[config.mk]
export PLATFORM = sky130hd
export DESIGN_NAME = uart_rx_param
export DESIGN_NICKNAME = d
export VERILOG_FILES = /design/src/rtl/uart_pkg.sv /design/src/rtl/uart_bit_sync.sv /design/src/rtl/uart_rx_param.sv
export SDC_FILE = /design/constraint.sdc
export NUM_CORES = 1
export LEC_CHECK = 0
export BUFFER_PORTS_ARGS = -buffer_cell sky130_fd_sc_hd__buf_4
export CORE_UTILIZATION = 52
export DETAILED_ROUTE_END_ITERATION = 10
export PLACE_DENSITY = 0.78
export SETUP_SLACK_MARGIN = 0.15
export SLEW_MARGIN = 20
export SYNTH_ARGS = -nofsm -noshare
export SYNTH_HDL_FRONTEND = slang
export SYNTH_SLANG_ARGS = --single-unit
export TNS_END_PERCENT = 10
[constraint.sdc]
create_clock -name ip_Clock -period 1.8 [get_ports ip_Clock]
set_input_delay 0.36 -clock ip_Clock [delete_from_list [all_inputs] [get_ports ip_Clock]]
set_output_delay 0.36 -clock ip_Clock [all_outputs]
set_load 0.05 [all_outputs]
[src/rtl/uart_pkg.sv]
`default_nettype none
// +----------------------------------------------------------------------+
// | Module : uart_pkg                                                    |
// | Brief  : Shared FSM state encodings, parity-mode constants and a     |
// |          parity helper for the parameterised UART receiver.          |
// | Rev    : 1.0  initial release                                        |
// +----------------------------------------------------------------------+
package uart_pkg;

  // Receiver FSM encodings; code 3'd7 is unused and recovers to IDLE.
  localparam logic [2:0] ST_IDLE      = 3'd0;
  localparam logic [2:0] ST_START     = 3'd1;
  localparam logic [2:0] ST_DATA      = 3'd2;
  localparam logic [2:0] ST_PARITY    = 3'd3;
  localparam logic [2:0] ST_STOP      = 3'd4;
  localparam logic [2:0] ST_CLEANUP   = 3'd5;
  localparam logic [2:0] ST_WAIT_HIGH = 3'd6;

  // PARITY_MODE values.
  localparam int PAR_NONE = 0;
  localparam int PAR_EVEN = 1;
  localparam int PAR_ODD  = 2;

  // Parity bit a transmitter would send for the given data XOR.
  function automatic logic expected_parity(input logic data_xor, input int mode);
    return (mode == PAR_ODD) ? ~data_xor : data_xor;
  endfunction

endpackage
`default_nettype wire

[src/rtl/uart_bit_sync.sv]
`default_nettype none
// +----------------------------------------------------------------------+
// | Module : uart_bit_sync                                               |
// | Brief  : Two-flop synchroniser for the asynchronous serial line.     |
// |          Both flops reset to 1 so a reset never looks like a start.  |
// | Rev    : 1.0  initial release                                        |
// +----------------------------------------------------------------------+
module uart_bit_sync (
  input  logic ip_Clock,
  input  logic ip_Reset,
  input  logic ip_D,
  output logic op_Q
);

  logic r_meta;
  logic r_sync;

  // Capture the raw line, then re-register to settle metastability.
  always_ff @(posedge ip_Clock) begin
    if (ip_Reset) begin
      r_meta <= 1'b1;
      r_sync <= 1'b1;
    end else begin
      r_meta <= ip_D;
      r_sync <= r_meta;
    end
  end

  assign op_Q = r_sync;

endmodule
`default_nettype wire

[src/rtl/uart_rx_param.sv]
`default_nettype none
// +----------------------------------------------------------------------+
// | Module : uart_rx_param                                               |
// | Brief  : Parameterised UART receiver: 5..9 data bits, none/even/odd  |
// |          parity, 1 or 2 stop bits, frame-error and break detection.  |
// | Rev    : 1.0  initial release                                        |
// +----------------------------------------------------------------------+
module uart_rx_param
  import uart_pkg::*;
#(
  parameter int CLKS_PER_BIT = 105,
  parameter int DATA_BITS    = 8,
  parameter int PARITY_MODE  = 0,
  parameter int STOP_BITS    = 1
) (
  input  logic                 ip_Clock,
  input  logic                 ip_Reset,
  input  logic                 ip_Rx_Serial,
  output logic                 op_Rx_DV,
  output logic [DATA_BITS-1:0] op_Rx_Byte,
  output logic                 op_Parity_Err,
  output logic                 op_Frame_Err,
  output logic                 op_Break,
  output logic                 op_Busy
);

  localparam int CNT_W = $clog2(CLKS_PER_BIT);
  localparam int IDX_W = $clog2(DATA_BITS);

  localparam logic [CNT_W-1:0] c_CNT_MAX   = CNT_W'(CLKS_PER_BIT - 1);
  localparam logic [CNT_W-1:0] c_CNT_HALF  = CNT_W'((CLKS_PER_BIT - 1) / 2);
  localparam logic [CNT_W-1:0] c_CNT_ONE   = CNT_W'(1);
  localparam logic [IDX_W-1:0] c_LAST_DATA = IDX_W'(DATA_BITS - 1);
  localparam logic [IDX_W-1:0] c_LAST_STOP = IDX_W'(STOP_BITS - 1);
  localparam logic [IDX_W-1:0] c_IDX_ONE   = IDX_W'(1);

  logic                 w_rx;
  logic                 w_par_err;

  logic [2:0]           r_state;
  logic [CNT_W-1:0]     r_cnt;
  logic [IDX_W-1:0]     r_idx;       // data bit index, reused as stop bit index
  logic [DATA_BITS-1:0] r_shift;
  logic                 r_par_bit;
  logic                 r_stop_err;  // any non-final stop sample low
  logic                 r_any_high;  // any data/parity/stop sample high
  logic                 r_dv;
  logic [DATA_BITS-1:0] r_byte;
  logic                 r_perr;
  logic                 r_ferr;
  logic                 r_brk;

  uart_bit_sync u_sync (
    .ip_Clock (ip_Clock),
    .ip_Reset (ip_Reset),
    .ip_D     (ip_Rx_Serial),
    .op_Q     (w_rx)
  );

  // Parity check on the assembled word; never flags when parity is disabled.
  always_comb begin
    w_par_err = 1'b0;
    if (PARITY_MODE != PAR_NONE) begin
      w_par_err = (r_par_bit != expected_parity(^r_shift, PARITY_MODE));
    end
  end

  // Receive FSM: mid-bit sampling, result registers and the DV pulse.
  always_ff @(posedge ip_Clock) begin
    if (ip_Reset) begin
      r_state    <= ST_IDLE;
      r_cnt      <= '0;
      r_idx      <= '0;
      r_shift    <= '0;
      r_par_bit  <= 1'b0;
      r_stop_err <= 1'b0;
      r_any_high <= 1'b0;
      r_dv       <= 1'b0;
      r_byte     <= '0;
      r_perr     <= 1'b0;
      r_ferr     <= 1'b0;
      r_brk      <= 1'b0;
    end else begin
      case (r_state)
        ST_IDLE: begin
          r_cnt      <= '0;
          r_idx      <= '0;
          r_dv       <= 1'b0;
          r_stop_err <= 1'b0;
          r_any_high <= 1'b0;
          if (!w_rx) begin
            r_state <= ST_START;
          end
        end

        ST_START: begin
          // Re-check the line mid start bit so short glitches are rejected.
          if (r_cnt == c_CNT_HALF) begin
            r_cnt   <= '0;
            r_state <= w_rx ? ST_IDLE : ST_DATA;
          end else begin
            r_cnt <= r_cnt + c_CNT_ONE;
          end
        end

        ST_DATA: begin
          if (r_cnt == c_CNT_MAX) begin
            r_cnt          <= '0;
            r_shift[r_idx] <= w_rx;
            r_any_high     <= r_any_high | w_rx;
            if (r_idx == c_LAST_DATA) begin
              r_idx   <= '0;
              r_state <= (PARITY_MODE != PAR_NONE) ? ST_PARITY : ST_STOP;
            end else begin
              r_idx <= r_idx + c_IDX_ONE;
            end
          end else begin
            r_cnt <= r_cnt + c_CNT_ONE;
          end
        end

        ST_PARITY: begin
          if (r_cnt == c_CNT_MAX) begin
            r_cnt      <= '0;
            r_par_bit  <= w_rx;
            r_any_high <= r_any_high | w_rx;
            r_state    <= ST_STOP;
          end else begin
            r_cnt <= r_cnt + c_CNT_ONE;
          end
        end

        ST_STOP: begin
          if (r_cnt == c_CNT_MAX) begin
            r_cnt <= '0;
            if (r_idx == c_LAST_STOP) begin
              // Final stop sample: publish data and flags, even on error.
              r_byte  <= r_shift;
              r_perr  <= w_par_err;
              r_ferr  <= r_stop_err | ~w_rx;
              r_brk   <= ~(r_any_high | w_rx);
              r_dv    <= 1'b1;
              r_idx   <= '0;
              r_state <= ST_CLEANUP;
            end else begin
              r_stop_err <= r_stop_err | ~w_rx;
              r_any_high <= r_any_high | w_rx;
              r_idx      <= r_idx + c_IDX_ONE;
            end
          end else begin
            r_cnt <= r_cnt + c_CNT_ONE;
          end
        end

        ST_CLEANUP: begin
          r_dv    <= 1'b0;
          // A low stop may be a break in progress; wait for idle first.
          r_state <= r_ferr ? ST_WAIT_HIGH : ST_IDLE;
        end

        ST_WAIT_HIGH: begin
          if (w_rx) begin
            r_state <= ST_IDLE;
          end
        end

        default: begin
          r_dv    <= 1'b0;
          r_state <= ST_IDLE;
        end
      endcase
    end
  end

  assign op_Rx_DV      = r_dv;
  assign op_Rx_Byte    = r_byte;
  assign op_Parity_Err = r_perr;
  assign op_Frame_Err  = r_ferr;
  assign op_Break      = r_brk;
  assign op_Busy       = (r_state != ST_IDLE);

endmodule
`default_nettype wire

Word level (Yosys, flattened, before mapping)
Index checks and enable logic that the tools add are counted.
W data, S select, Z words.

word-level totals
  bits in registers = 36
  input port bits = 3
  output and inout bits = 13

operators by class
  $add $sub $neg = 2
  order comparisons = 2
  eq/ne operators = 19
  muxes and demuxes = 32
  bitwise gates (word level) = 5
  reductions and logical operators = 18

operators by type and width
  cell                   count
  $mux W3                13
  $pmux W3 S7            1
  $pmux W7 S3            1
  $ne A2 B2 Y1 const B   8
  $mux W7                2
  $eq A3 B3 Y1 const B   4
  $reduce_and A3 Y1      4
  $reduce_bool A3 Y1     4
  $pmux W3 S3            1
  $bwmux W8              1
  $mux W1                8
  $reduce_and A8 Y1      1
  $add A7 B1 Y7 const B  1
  $eq A7 B6 Y1 const B   1
  $eq A7 B7 Y1 const B   1
  $eq A3 B2 Y1 const B   2
  $logic_not A3 Y1       2
  $lt A3 B4 Y1 const B   1
  $ne A2 B1 Y1 const B   2
  $pmux W1 S2            2
  $reduce_and A4 Y1      1
  $reduce_or A4 Y1       1
  $add A3 B1 Y3 const B  1
  $demux W1 S3           1
  other kinds (11)       14

Longest topological paths before layout
  word-level depth = 5
  depth in mapped cells = 8
  gate-level depth less buffers = 7

Cells and area by module
A second synthesis with hierarchy kept.

unflattened totals
  cells, all modules = 205
  area, all modules = 1805.5 µm²

modules (own cells, without submodules)
  module         times used  cells each  area each (µm²)  seq. area each (µm²)
  uart_rx_param  1           201         1752.9           680.7
  uart_bit_sync  1           4           52.6             40.0

Least setup slack after synthesis
No wires, ideal clock.

  kind = flip-flop to flip-flop
  start = register r_cnt[1]
  end = register r_shift[3]
  setup time = 0.128 ns
  arrival time = 1.827 ns
  required time = 1.672 ns
  slack = -0.154 ns
  stages on the path, launching flop included = 8
  path buffers = 0
  clock period less this slack = 1.954 ns
  path through = dfxtp_1 > inv_1 > ha_1 > nand2_1 > or4_4 > or4_4 > mux2i_1 > nor2_1

on the way
  longest elaborated chain between the ends = 2

ends and longest elaborated chain
  element                        RTL line              text
  start, declared                uart_rx_param.sv:41   logic [CNT_W-1:0] r_cnt;
  start signal, assigned         uart_rx_param.sv:102  r_cnt <= r_cnt + c_CNT_ONE;
  start signal, assigned         uart_rx_param.sv:118  r_cnt <= r_cnt + c_CNT_ONE;
  start signal, assigned         uart_rx_param.sv:129  r_cnt <= r_cnt + c_CNT_ONE;
  $eq A7 B7 Y1                   uart_rx_param.sv:107  if (r_cnt == c_CNT_MAX) begin
  $reduce_and A2 Y1 (no line)    -
  end signal, assigned by index  uart_rx_param.sv:109  r_shift[r_idx] <= w_rx;
  end, declared                  uart_rx_param.sv:43   logic [DATA_BITS-1:0] r_shift;

No other way between the ends.
A chain may end at the register's enable or synchronous reset.

Worst setup path in the final report
  start = register r_cnt[2]
  end = register r_shift[3]

Same word-level chain as after synthesis.

==> run summary <==
The checks that failed: setup timing. Routability-driven placement finished with a final weighted congestion of 0.8616. The buffer depth of the longest clock path is 2. TritonCTS built the clock tree.

The number of vias after detailed routing came out at 1695. After synthesis, the most frequently instantiated cells are 38 x sky130_fd_sc_hd__nor2_1, 36 x sky130_fd_sc_hd__dfxtp_1, 17 x sky130_fd_sc_hd__mux2i_1. Counting flops with a built-in enable in the synthesized netlist gives 0.

After clock tree synthesis, the flow added hold-fix buffers numbering 0. The register bit count reported by yosys is 36. Yosys instantiated no cell more often than sky130_fd_sc_hd__nor2_1.

The worst clock skew is 14.76 ps. In this run the count of I/O pins placed on the die edge is 16. For this design the ratio of total power to cell area is 577.7 mW/mm^2. The post-route worst setup slack is -64.93 ps. The accumulated negative setup slack came out at -119.5 ps. The detailed router used layers up to and including met4.

The share of the yosys chip area belonging to registers came out at 0.4036. The total met2 wirelength after detailed routing is 2470 microns. The count of unique library cells instantiated by Yosys came out at 45. After synthesis the cells add up to 0.001785 sq mm. The total leakage power came out at 0.9040 nW. Measured along the y axis, the die boundary spans 60.60 microns.

The internal power came out at 1.027 mW. The clock network latency to the later pin of the worst-skew pair came out at 360 ps. The mean post-synth cell area came out at 8.883 sq um.

The root buffer selected by CTS is sky130_fd_sc_hd__clkbuf_4. The site row count came out at 20. The via density per instance is 5.805. Entering global routing, the biggest net connects 31 pins. The net count reported at finish is 255.

In the post-synthesis netlist, the biggest area contributors are sky130_fd_sc_hd__dfxtp_1 40%, sky130_fd_sc_hd__mux2i_1 9.5%, sky130_fd_sc_hd__nor2_1 8.0%. The critical path arrival is 2100 ps. The violation count after the first detailed-routing iteration is 81. The combinational group share of total power is 0.063.

The worst setup path is launched from a flop. The proportion of layout cells with a drive suffix above 1 is 0.4073. The total clock sinks came out at 36.

The routed wire length per instance came out at 16.68 microns. Timing analysis after detailed placement gives a worst setup slack of -76.80 ps. The number of instances in the synthesized netlist came out at 201. The placed cell count came out at 280. The start-to-end type of the worst setup path is reg -> reg.

The relative contribution of the clock network to total power is 0.352. The flow ran to the end, but the final reports show violations. The width of the chip is 60.60 microns. The core outline area came out at 0.003153 sq mm.

The filler cells instantiated in the layout total 213. The number of detailed-route iterations in the first pass came out at 4. The achievable frequency came out at 0.5362 GHz.

The remaining global-route overflow is 0. The die covers 0.003672 sq mm. In this run the most critical hold path is launched from ip_Rx_Serial.

The initial antenna violation count is 0. The TritonCTS buffer count came out at 5. The sum of met3 wire segment lengths after detailed routing is 218 microns.

The antenna diode count came out at 0. The part of the cycle the worst path needs came out at 1.036. In this run the number of H-tree levels came out at 2. The filler-free cell count of the finished design came out at 292. For this block, wires on met1 add up to 2047 microns. The final count of hold timing violations was 0. The wire-length estimate of the detail-placed layout is 2907 microns.

Setup repair after global routing could not meet its margin everywhere. The total of warnings raised by yosys is 0. In this run the worst hold path is classified as in -> reg. The fraction of synthesized cell area taken by the top area cell type is 0.4036. Counting flops with an async set or reset pin after synthesis yields a share of 0. Summed over all instances, the cell type with the most area after synthesis is sky130_fd_sc_hd__dfxtp_1.

The number of global-route vias before repair came out at 1625. The element type at the critical path end is a flop. For this design the total switching power over the nets is 352.0 uW.

The share of total power in sequential cells is 0.585. After clock tree synthesis, the clock-pin slew on the worst setup and hold paths is 110 ps. Setup violations remaining at the end of the flow were counted as 3. Across the run, the number of max-cap violations was 0.

For the finished layout, the period the worst path requires is 1865 ps. The critical path required time came out at 2040 ps. The synthesized netlist net count is 209. Of the total power, the share spent switching nets is 0.2552. The number of buffers inserted by port buffering is 14. The wire length reported by the detailed router is 4871 microns. The biggest fanout along the worst timing path is 4.

The critical path startpoint is r_cnt[2]. The number of antenna-violating nets in the routed design is 0. The effective utilization at floorplan is 0.5663. The worst supply voltage drop on vdd is 0.5564 mV.

The launching point of the worst reg2reg path is r_cnt[2]. The total routing resource utilization after global routing came out at 0.2710. Among all flip-flop cells after synthesis, the most frequent one is sky130_fd_sc_hd__dfxtp_1. The global-route wire length before repair came out at 7245 microns. The remaining design rule violation count is 0.

The minimum setup slack among reg-to-reg paths came out at -60 ps. The synthesis-to-layout area growth came out at 33.71%. The number of max-slew violations in the final report came out at 0.
==> per-stage QoR <==
stage	hold WS, ps	util	total power [mW]	area [sq um]
finish	183.8	0.7571	1.379	2387
global route	168.7	0.7571	1.420	2387
CTS	183.4	0.7310	1.370	2305
detailed placement	403.1	0.6837	0.8976	2156
global placement	400.6	0.6837	0.8947	2156
floorplan	389.5	-	0.8755	1800
==> path summary, 6_finish.rpt <==
kind,end,cells past startpoint
min reg2reg,u_sync.op_Q,1
min,u_sync.r_meta,2
max reg2reg,r_shift[3],5
max,r_shift[3],5
==> area by class of cell <==
class	count	area [sq um]	share of cell area
well taps	44	55.05	0.02306
inverters	9	33.78	0.01415
clock buffers	6	51.30	0.02149
clock inverters	2	13.76	0.005765
flip-flops and latches	36	732.0	0.3066
repair buffers	50	402.9	0.1688
multi-input cells	145	1099	0.4602
==> per-layer routing <==
layer	global-route usage	up-vias
met5	0	-
li1	-	800
met3	0.07036	20
met1	0.3178	810
met4	0.09416	0
met2	0.4788	65
==> kinds of logic after synthesis <==
logic type | count (synthesis) | synth area share
fa+ha+maj | 5 | 0.03504
other cells | 1 | 0.002100
compound gates | 33 | 0.1275
mux | 18 | 0.1016
simple gates | 82 | 0.2460
buf+inv | 20 | 0.05466
flops | 36 | 0.4036
xor+xnor | 6 | 0.02943
==> layout by cell type, fill, tap and decap left out, types with 2 or more instances in the layout <==
| master | count |
|---|---|
| sky130_fd_sc_hd__nand2_1 | 7 |
| sky130_fd_sc_hd__a22o_1 | 2 |
| sky130_fd_sc_hd__dfxtp_1 | 27 |
| sky130_fd_sc_hd__inv_1 | 5 |
| sky130_fd_sc_hd__dfxtp_2 | 9 |
| sky130_fd_sc_hd__a2111oi_0 | 2 |
| sky130_fd_sc_hd__or2_2 | 4 |
| sky130_fd_sc_hd__nand4_1 | 2 |
| sky130_fd_sc_hd__nor3_1 | 8 |
| sky130_fd_sc_hd__inv_2 | 4 |
| sky130_fd_sc_hd__o21ai_0 | 7 |
| sky130_fd_sc_hd__nand3_1 | 2 |
| sky130_fd_sc_hd__nor4_4 | 2 |
| sky130_fd_sc_hd__xnor2_1 | 4 |
| sky130_fd_sc_hd__o31ai_1 | 2 |
| sky130_fd_sc_hd__ha_2 | 2 |
| sky130_fd_sc_hd__clkbuf_4 | 5 |
| sky130_fd_sc_hd__or4_4 | 2 |
| sky130_fd_sc_hd__buf_4 | 45 |
| sky130_fd_sc_hd__a21oi_1 | 7 |
| sky130_fd_sc_hd__xor2_1 | 2 |
| sky130_fd_sc_hd__ha_4 | 2 |
| sky130_fd_sc_hd__nor2_1 | 36 |
| sky130_fd_sc_hd__buf_6 | 4 |
| sky130_fd_sc_hd__mux2i_1 | 17 |
==> worst max-delay path, stage by stage (launching register included) <==
cell	delay [ps]
sky130_fd_sc_hd__dfxtp_2	340
sky130_fd_sc_hd__nand4bb_4	220
sky130_fd_sc_hd__or4_4	530
sky130_fd_sc_hd__or4_4	430
sky130_fd_sc_hd__mux2i_1	170
sky130_fd_sc_hd__nor2_1	70
==> power groups by stage <==
stage / sequential (mW) / combinational, mW / clock [mW]
after floorplan: 0.824 / 0.0517 / 0
after global placement: 0.823 / 0.0716 / 0
after detailed placement: 0.823 / 0.0743 / 0
after CTS: 0.806 / 0.0810 / 0.483
after global routing: 0.807 / 0.0925 / 0.521
final: 0.806 / 0.0870 / 0.486
==> timing repair <==
| action | in CTS | in global routing |
|---|---|---|
| gates cloned | 1 | 0 |
| gates resized for setup | 20 | 21 |
| setup endpoints to repair | 21 | 33 |
| pin swaps | 4 | 8 |
| buffers inserted | 2 | 1 |
==> flip-flops by register name, indices dropped and copies added, names as in the netlist <==
name and cells:
op_Rx_Byte 8, r_shift 8, r_cnt 7, r_idx 3, r_state 3, op_Break 1, op_Frame_Err 1, op_Rx_DV 1
r_any_high 1, r_stop_err 1, u_sync.op_Q 1, u_sync.r_meta 1
Power figures use the tool's default switching activity.
